===== config.mk =====
export PLATFORM = sky130hd
export DESIGN_NAME = carpma_sirlayici_flat
export DESIGN_NICKNAME = d
export VERILOG_FILES = /design/src/rtl/carpma_sirlayici_if.sv /design/src/rtl/carpma_sirlayici.sv /design/src/flat_wrapper.sv
export SDC_FILE = /design/constraint.sdc
export NUM_CORES = 1
export LEC_CHECK = 0
export ABC_AREA = 1
export CORE_MARGIN = 2
export CORE_UTILIZATION = 54
export CTS_CLUSTER_SIZE = 24
export DETAILED_ROUTE_END_ITERATION = 16
export GPL_ROUTABILITY_DRIVEN = 0
export GPL_TIMING_DRIVEN = 1
export PLACE_DENSITY = 0.78
export SYNTH_ARGS = -nofsm -noshare
export SYNTH_HDL_FRONTEND = slang
export SYNTH_SLANG_ARGS = --single-unit

===== constraint.sdc =====
create_clock -name saat -period 2.7 [get_ports saat]
set_input_delay 0.54 -clock saat [delete_from_list [all_inputs] [get_ports saat]]
set_output_delay 0.54 -clock saat [all_outputs]
set_load 0.02 [all_outputs]

===== src/rtl/carpma_sirlayici_if.sv =====
// Request/result channel between the core and the arithmetic sequencer.
// The core side drives the request and accepts results; the sequencer side mirrors it.
interface carpma_sirlayici_if #(
    parameter int unsigned VERI_GENISLIGI = 32
);
    logic                      istek_gecerli;
    logic                      istek_hazir;
    logic [2:0]                funct3;
    logic [VERI_GENISLIGI-1:0] islenen_a;
    logic [VERI_GENISLIGI-1:0] islenen_b;
    logic                      sec;
    logic                      iptal;
    logic                      sonuc_gecerli;
    logic                      sonuc_hazir;
    logic [VERI_GENISLIGI-1:0] sonuc;
    logic                      hata;
    logic                      mesgul;

    modport master (
        output istek_gecerli, funct3, islenen_a, islenen_b, sec, iptal, sonuc_hazir,
        input  istek_hazir, sonuc_gecerli, sonuc, hata, mesgul
    );

    modport slave (
        input  istek_gecerli, funct3, islenen_a, islenen_b, sec, iptal, sonuc_hazir,
        output istek_hazir, sonuc_gecerli, sonuc, hata, mesgul
    );
endinterface


===== src/rtl/carpma_sirlayici.sv =====
// Multi-cycle sequencer for KAREAL TOPLA, CARP CIKAR and BITSAY using one shared
// shift-add multiplier and a bit-serial population counter.
module carpma_sirlayici #(
    parameter int unsigned VERI_GENISLIGI  = 32,
    parameter int unsigned SAYAC_GENISLIGI = 6
) (
    input logic                  saat,
    input logic                  reset,
    carpma_sirlayici_if.slave    bus
);
    localparam logic [2:0] F3_KAREAL = 3'b000;
    localparam logic [2:0] F3_CARP   = 3'b001;
    localparam logic [2:0] F3_BITSAY = 3'b010;
    localparam logic [SAYAC_GENISLIGI-1:0] SON_SAYI = SAYAC_GENISLIGI'(VERI_GENISLIGI - 1);

    typedef enum logic [2:0] {BOSTA, CARP1, CARP2, BITSAY, SON, SONUC} durum_t;

    durum_t durum, sonraki;

    logic [VERI_GENISLIGI-1:0]  reg_a, reg_b;
    logic [VERI_GENISLIGI-1:0]  carpilan, carpan, acc;
    logic [VERI_GENISLIGI-1:0]  sonuc_r;
    logic [2:0]                 islem;
    logic                       secim;
    logic                       hata_r;
    logic [SAYAC_GENISLIGI-1:0] sayac;
    logic                       son_tur;

    assign son_tur = (sayac == SON_SAYI);

    always_ff @(posedge saat or negedge reset) begin
        if (!reset) durum <= BOSTA;
        else        durum <= sonraki;
    end

    always_comb begin
        sonraki = durum;
        if (bus.iptal) begin
            sonraki = BOSTA;
        end else begin
            case (durum)
                BOSTA: begin
                    if (bus.istek_gecerli) begin
                        case (bus.funct3)
                            F3_KAREAL, F3_CARP: sonraki = CARP1;
                            F3_BITSAY:          sonraki = BITSAY;
                            default:            sonraki = SON;
                        endcase
                    end
                end
                CARP1:   if (son_tur) sonraki = (islem == F3_KAREAL) ? CARP2 : SON;
                CARP2:   if (son_tur) sonraki = SON;
                BITSAY:  if (son_tur) sonraki = SON;
                SON:     sonraki = SONUC;
                SONUC:   if (bus.sonuc_hazir) sonraki = BOSTA;
                default: sonraki = BOSTA;
            endcase
        end
    end

    always_comb begin
        bus.istek_hazir   = (durum == BOSTA);
        bus.sonuc_gecerli = (durum == SONUC);
        bus.mesgul        = (durum != BOSTA);
        bus.sonuc         = sonuc_r;
        bus.hata          = hata_r;
    end

    always_ff @(posedge saat or negedge reset) begin
        if (!reset) begin
            reg_a    <= '0;
            reg_b    <= '0;
            carpilan <= '0;
            carpan   <= '0;
            acc      <= '0;
            sonuc_r  <= '0;
            islem    <= '0;
            secim    <= 1'b0;
            hata_r   <= 1'b0;
            sayac    <= '0;
        end else if (bus.iptal) begin
            sonuc_r <= '0;
            hata_r  <= 1'b0;
            sayac   <= '0;
        end else begin
            case (durum)
                BOSTA: begin
                    if (bus.istek_gecerli) begin
                        reg_a    <= bus.islenen_a;
                        reg_b    <= bus.islenen_b;
                        islem    <= bus.funct3;
                        secim    <= bus.sec;
                        carpilan <= bus.islenen_a;
                        // BITSAY also shifts through carpan, so only CARP CIKAR loads b
                        carpan   <= (bus.funct3 == F3_CARP) ? bus.islenen_b : bus.islenen_a;
                        acc      <= '0;
                        sayac    <= '0;
                        hata_r   <= 1'b0;
                    end
                end
                CARP1, CARP2: begin
                    if (carpan[0]) acc <= acc + carpilan;
                    carpilan <= carpilan << 1;
                    carpan   <= carpan >> 1;
                    sayac    <= son_tur ? '0 : sayac + 1'b1;
                    if (son_tur && durum == CARP1) begin
                        carpilan <= reg_b;
                        carpan   <= reg_b;
                    end
                end
                BITSAY: begin
                    acc    <= acc + VERI_GENISLIGI'(carpan[0] == secim);
                    carpan <= carpan >> 1;
                    sayac  <= son_tur ? '0 : sayac + 1'b1;
                end
                SON: begin
                    case (islem)
                        F3_KAREAL: begin sonuc_r <= acc;         hata_r <= 1'b0; end
                        F3_CARP:   begin sonuc_r <= acc - reg_a; hata_r <= 1'b0; end
                        F3_BITSAY: begin sonuc_r <= acc;         hata_r <= 1'b0; end
                        default:   begin sonuc_r <= '0;          hata_r <= 1'b1; end
                    endcase
                end
                default: ;
            endcase
        end
    end
endmodule


===== src/flat_wrapper.sv =====
// flat-port wrapper written by rule: the top's interface ports become plain ports
module carpma_sirlayici_flat 
#(
    parameter int unsigned VERI_GENISLIGI  = 32,
    parameter int unsigned SAYAC_GENISLIGI = 6
)
  (saat, reset, bus_istek_gecerli, bus_funct3, bus_islenen_a, bus_islenen_b, bus_sec, bus_iptal, bus_sonuc_hazir, bus_istek_hazir, bus_sonuc_gecerli, bus_sonuc, bus_hata, bus_mesgul);
  carpma_sirlayici_if #(.VERI_GENISLIGI(VERI_GENISLIGI)) bus_i ();
  input logic saat;
  input logic reset;
  input wire logic [$bits(bus_i.istek_gecerli)-1:0] bus_istek_gecerli;
  input wire logic [$bits(bus_i.funct3)-1:0] bus_funct3;
  input wire logic [$bits(bus_i.islenen_a)-1:0] bus_islenen_a;
  input wire logic [$bits(bus_i.islenen_b)-1:0] bus_islenen_b;
  input wire logic [$bits(bus_i.sec)-1:0] bus_sec;
  input wire logic [$bits(bus_i.iptal)-1:0] bus_iptal;
  input wire logic [$bits(bus_i.sonuc_hazir)-1:0] bus_sonuc_hazir;
  output wire logic [$bits(bus_i.istek_hazir)-1:0] bus_istek_hazir;
  output wire logic [$bits(bus_i.sonuc_gecerli)-1:0] bus_sonuc_gecerli;
  output wire logic [$bits(bus_i.sonuc)-1:0] bus_sonuc;
  output wire logic [$bits(bus_i.hata)-1:0] bus_hata;
  output wire logic [$bits(bus_i.mesgul)-1:0] bus_mesgul;
  assign bus_i.istek_gecerli = bus_istek_gecerli;
  assign bus_i.funct3 = bus_funct3;
  assign bus_i.islenen_a = bus_islenen_a;
  assign bus_i.islenen_b = bus_islenen_b;
  assign bus_i.sec = bus_sec;
  assign bus_i.iptal = bus_iptal;
  assign bus_i.sonuc_hazir = bus_sonuc_hazir;
  assign bus_istek_hazir = bus_i.istek_hazir;
  assign bus_sonuc_gecerli = bus_i.sonuc_gecerli;
  assign bus_sonuc = bus_i.sonuc;
  assign bus_hata = bus_i.hata;
  assign bus_mesgul = bus_i.mesgul;
  carpma_sirlayici #(.VERI_GENISLIGI(VERI_GENISLIGI), .SAYAC_GENISLIGI(SAYAC_GENISLIGI)) u_core (.saat(saat), .reset(reset), .bus(bus_i));
endmodule

==> reports/results.ini <==
[synthesis]
avgSynthCellArea_um2 = 6.594
synth-seq-cells = 206
syn_inst = 2163
ys.flop_type = dfrtp_1
yosysSeqAreaShare_pct = 36.14
synth_area_leaders = dfrtp_1 (36%), nand2_1 (17%), o21ai_0 (12%)
syn_area_mm2 = 0.01426
netlist.area_leader.share_pct = 36.14
synth_area_leader_cell = dfrtp_1
synth_commonest_cells = nand2_1 (629), o21ai_0 (356), inv_1 (335)
synth_most_common_cell = nand2_1
synth-edff-count = 0
synth_nets = 2302
async_flop_share_pct = 100.0
yosysWarningCount = 0
ys_types = 44

[floorplanning]
fp.coreArea_mm2 = 0.02598
chipHeight_um = 166.5
row_count = 59
dieArea_mm2 = 0.02773
io_pins = 109
start_util_pct = 54.89
die_w_um = 166.5

[sta]
fin_crit_sh_pct = 95.31
worst_slew_pin_slew_ns = 0.8182
setup_viol = 0
slew_violations = 0
rsz0062_at_grt = true
clock_skew_ns = 0.02366
setup_tns_ns = 0
holdWs_ns = -0.0003516
fmax_ghz = 0.3886
relSlewSlack_pct = 45.39
hold_violations = 1
finalWorstSetupSlack_ns = 0.1267
fin_crit_ns = 2.573

[clocking]
clockBufferDepth = 3
clk_pin_slew_ns = 0.06
cts_tree = yes
cts_made_buffers = 24
clock_latency_ns = 0.55
h-tree-depth = 1
cts_sinks = 206
cts_root_buf = clkbuf_16
hold_buffers = 0

[route]
vias_per_cell = 5.577
vias = 14605
drt_wl_total_um = 41430
routedWlPerCell_um = 15.82
first_pass_iters = 5
drt-initial-drc-count = 1558
postRouteAntennaNets = 0
drc = 0

[power]
ir_worst_vdd_mv = 0.5317
leakage_nw = 8.716
p_per_area_mw_per_mm2 = 1114

[worst_setup_path]
reg2reg_setup_slack_ns = 0.13
cp-end-kind = flip-flop
slowest_stage = dfrtp_1
crit_chain = nand2_2, nor2_4, inv_2, o21ai_2, ha_2, inv_2, fa_2, inv_2, nand3_1, nand2_2, nand2_1, nand3_2, nand2_2, nand2_2, nand3b_1, nand2_1, nand2_2, nand3_2, nand2_1
cp.required_ns = 3.12
max_stage_delay_ns = 0.40
startpoint = u_core.durum[1]
cp_common_cell = nand2_2
startpoint_type = flip-flop
critPathKind = flip-flop to flip-flop
critPathMaxFanout = 3
worst_ep_arrival_time_ns = 2.99
reg2reg_from = u_core.durum[1]

[flow_run]
maxCapViolCount = 0

[place]
dpl_cell_area_mm2 = 0.01590
portBuffers = 108
dp_hpwl_um = 30970
place_ws_ns = -0.03986

[final_layout]
layout-drive-gt1-share_pct = 6.261
nFillCells = 2328
area_growth_pct = 18.91
num_antenna_cells = 0
multi_input_area_mm2 = 0.007611
fin_nets = 2406
seq_area_mm2 = 0.005155
design_area_mm2 = 0.01696

[status]
violations = hold timing
status = finished, violations left

[worst_hold_path]
min_path_type = primary input to async pin

[global_route]
grt_pass1_vias = 13800
grt_pass1_wl_um = 67940
grtUsageTotal_pct = 29.53
grt_overflow = 0
antenna_found_initial = 0
grt_start_max_net_pins = 94

worst paths after layout:
kind | endpoint | cells after the start
setup / recovery | u_core.acc[28] | 19
hold / removal | u_core.sayac[2] | 1
setup reg to reg | u_core.acc[28] | 19
hold reg to reg | u_core.bus.sonuc[19] | 2
max in group asynchronous | u_core.reg_a[23] | 2
min in group saat | u_core.bus.sonuc[19] | 2
metal layers:
| metal | vias up | wire, µm | track usage [%] |
|---|---|---|---|
| li1 | 7150 | - | - |
| met1 | 6778 | 18420 | 42.80 |
| met2 | 595 | 18280 | 46.39 |
| met3 | 82 | 3704 | 4.610 |
| met4 | 0 | 1025 | 7.684 |
| met5 | - | 0 | 0 |
critical path, delay by kind of cell, from the launching register on:
kind                       cells  cell delay, ns
DFF                            1            0.40
AOI/OAI and AO/OA              1            0.12
and+or+nand+nor               13            1.18
adders and majority gates      2            0.55
buffers and inverters          3            0.19
registers in the layout, indices dropped and copies added, names as in the netlist:
name / cells
u_core.secim: 1
u_core.carpan: 32
u_core.reg_a: 32
u_core.carpilan: 32
u_core.bus.sonuc: 32
u_core.durum: 3
u_core.islem: 3
u_core.reg_b: 32
u_core.bus.hata: 1
u_core.sayac: 6
u_core.acc: 32
cell type report:
| class | count | area share [%] |
|---|---|---|
| repair buffers | 154 | 9.184 |
| clock buffers | 29 | 3.888 |
| well taps | 335 | 2.471 |
| clock inverters | 14 | 1.623 |
| inverters | 342 | 7.569 |
| flip-flops and latches | 206 | 30.39 |
| multi-input cells | 1539 | 44.87 |
power breakdown:
part           internal, W  total (W)  leakage [nW]  switching (W)
clock network      0.00242    0.00380         0.452        0.00138
logic              0.00345     0.0101          5.63        0.00663
registers          0.00428    0.00502          2.64       0.000737
cells by family (layout without fill, tap and decap cells):
family / count (synthesis) / count (layout) / share of synthesized area, %
simple gates: 894 / 894 / 25.11
compound gates: 562 / 562 / 20.48
buf+inv: 418 / 539 / 11.27
flops: 206 / 206 / 36.14
fa+ha+maj: 66 / 66 / 5.895
xor+xnor: 14 / 14 / 0.8597
mux: 3 / 3 / 0.2368
per-stage QoR:
step	power, W	instances	util [%]
2_1_floorplan	0.01185	2163	-
3_3_place_gp	0.01438	2571	61.18
4_1_cts	0.01859	2614	64.80
5_1_grt	0.02045	2619	65.27
3_5_place_dp	0.01470	2571	61.18
6_report	0.01889	2619	65.27
cell usage in the layout (no fill, tap or decap), drive strengths merged, types with 5 or more instances in the layout:
cell type / count
nor2: 150
dfrtp: 206
o22ai: 14
nand3b: 8
bufinv: 7
o21ai: 377
clkdlybuf4s50: 106
a22o: 5
inv: 342
o21bai: 5
clkbuf: 30
nor3: 17
nand4: 7
a21oi: 140
ha: 64
buf: 46
nand3: 78
nand2: 632
xnor2: 12
clkinv: 5
what timing repair did:
item                       4_1_cts  5_1_grt
setup endpoints to repair        9       24
pin swaps                        1        8
setup buffers                    0        5
gates resized for setup          4       28
(Power assumes the default switching activity.)
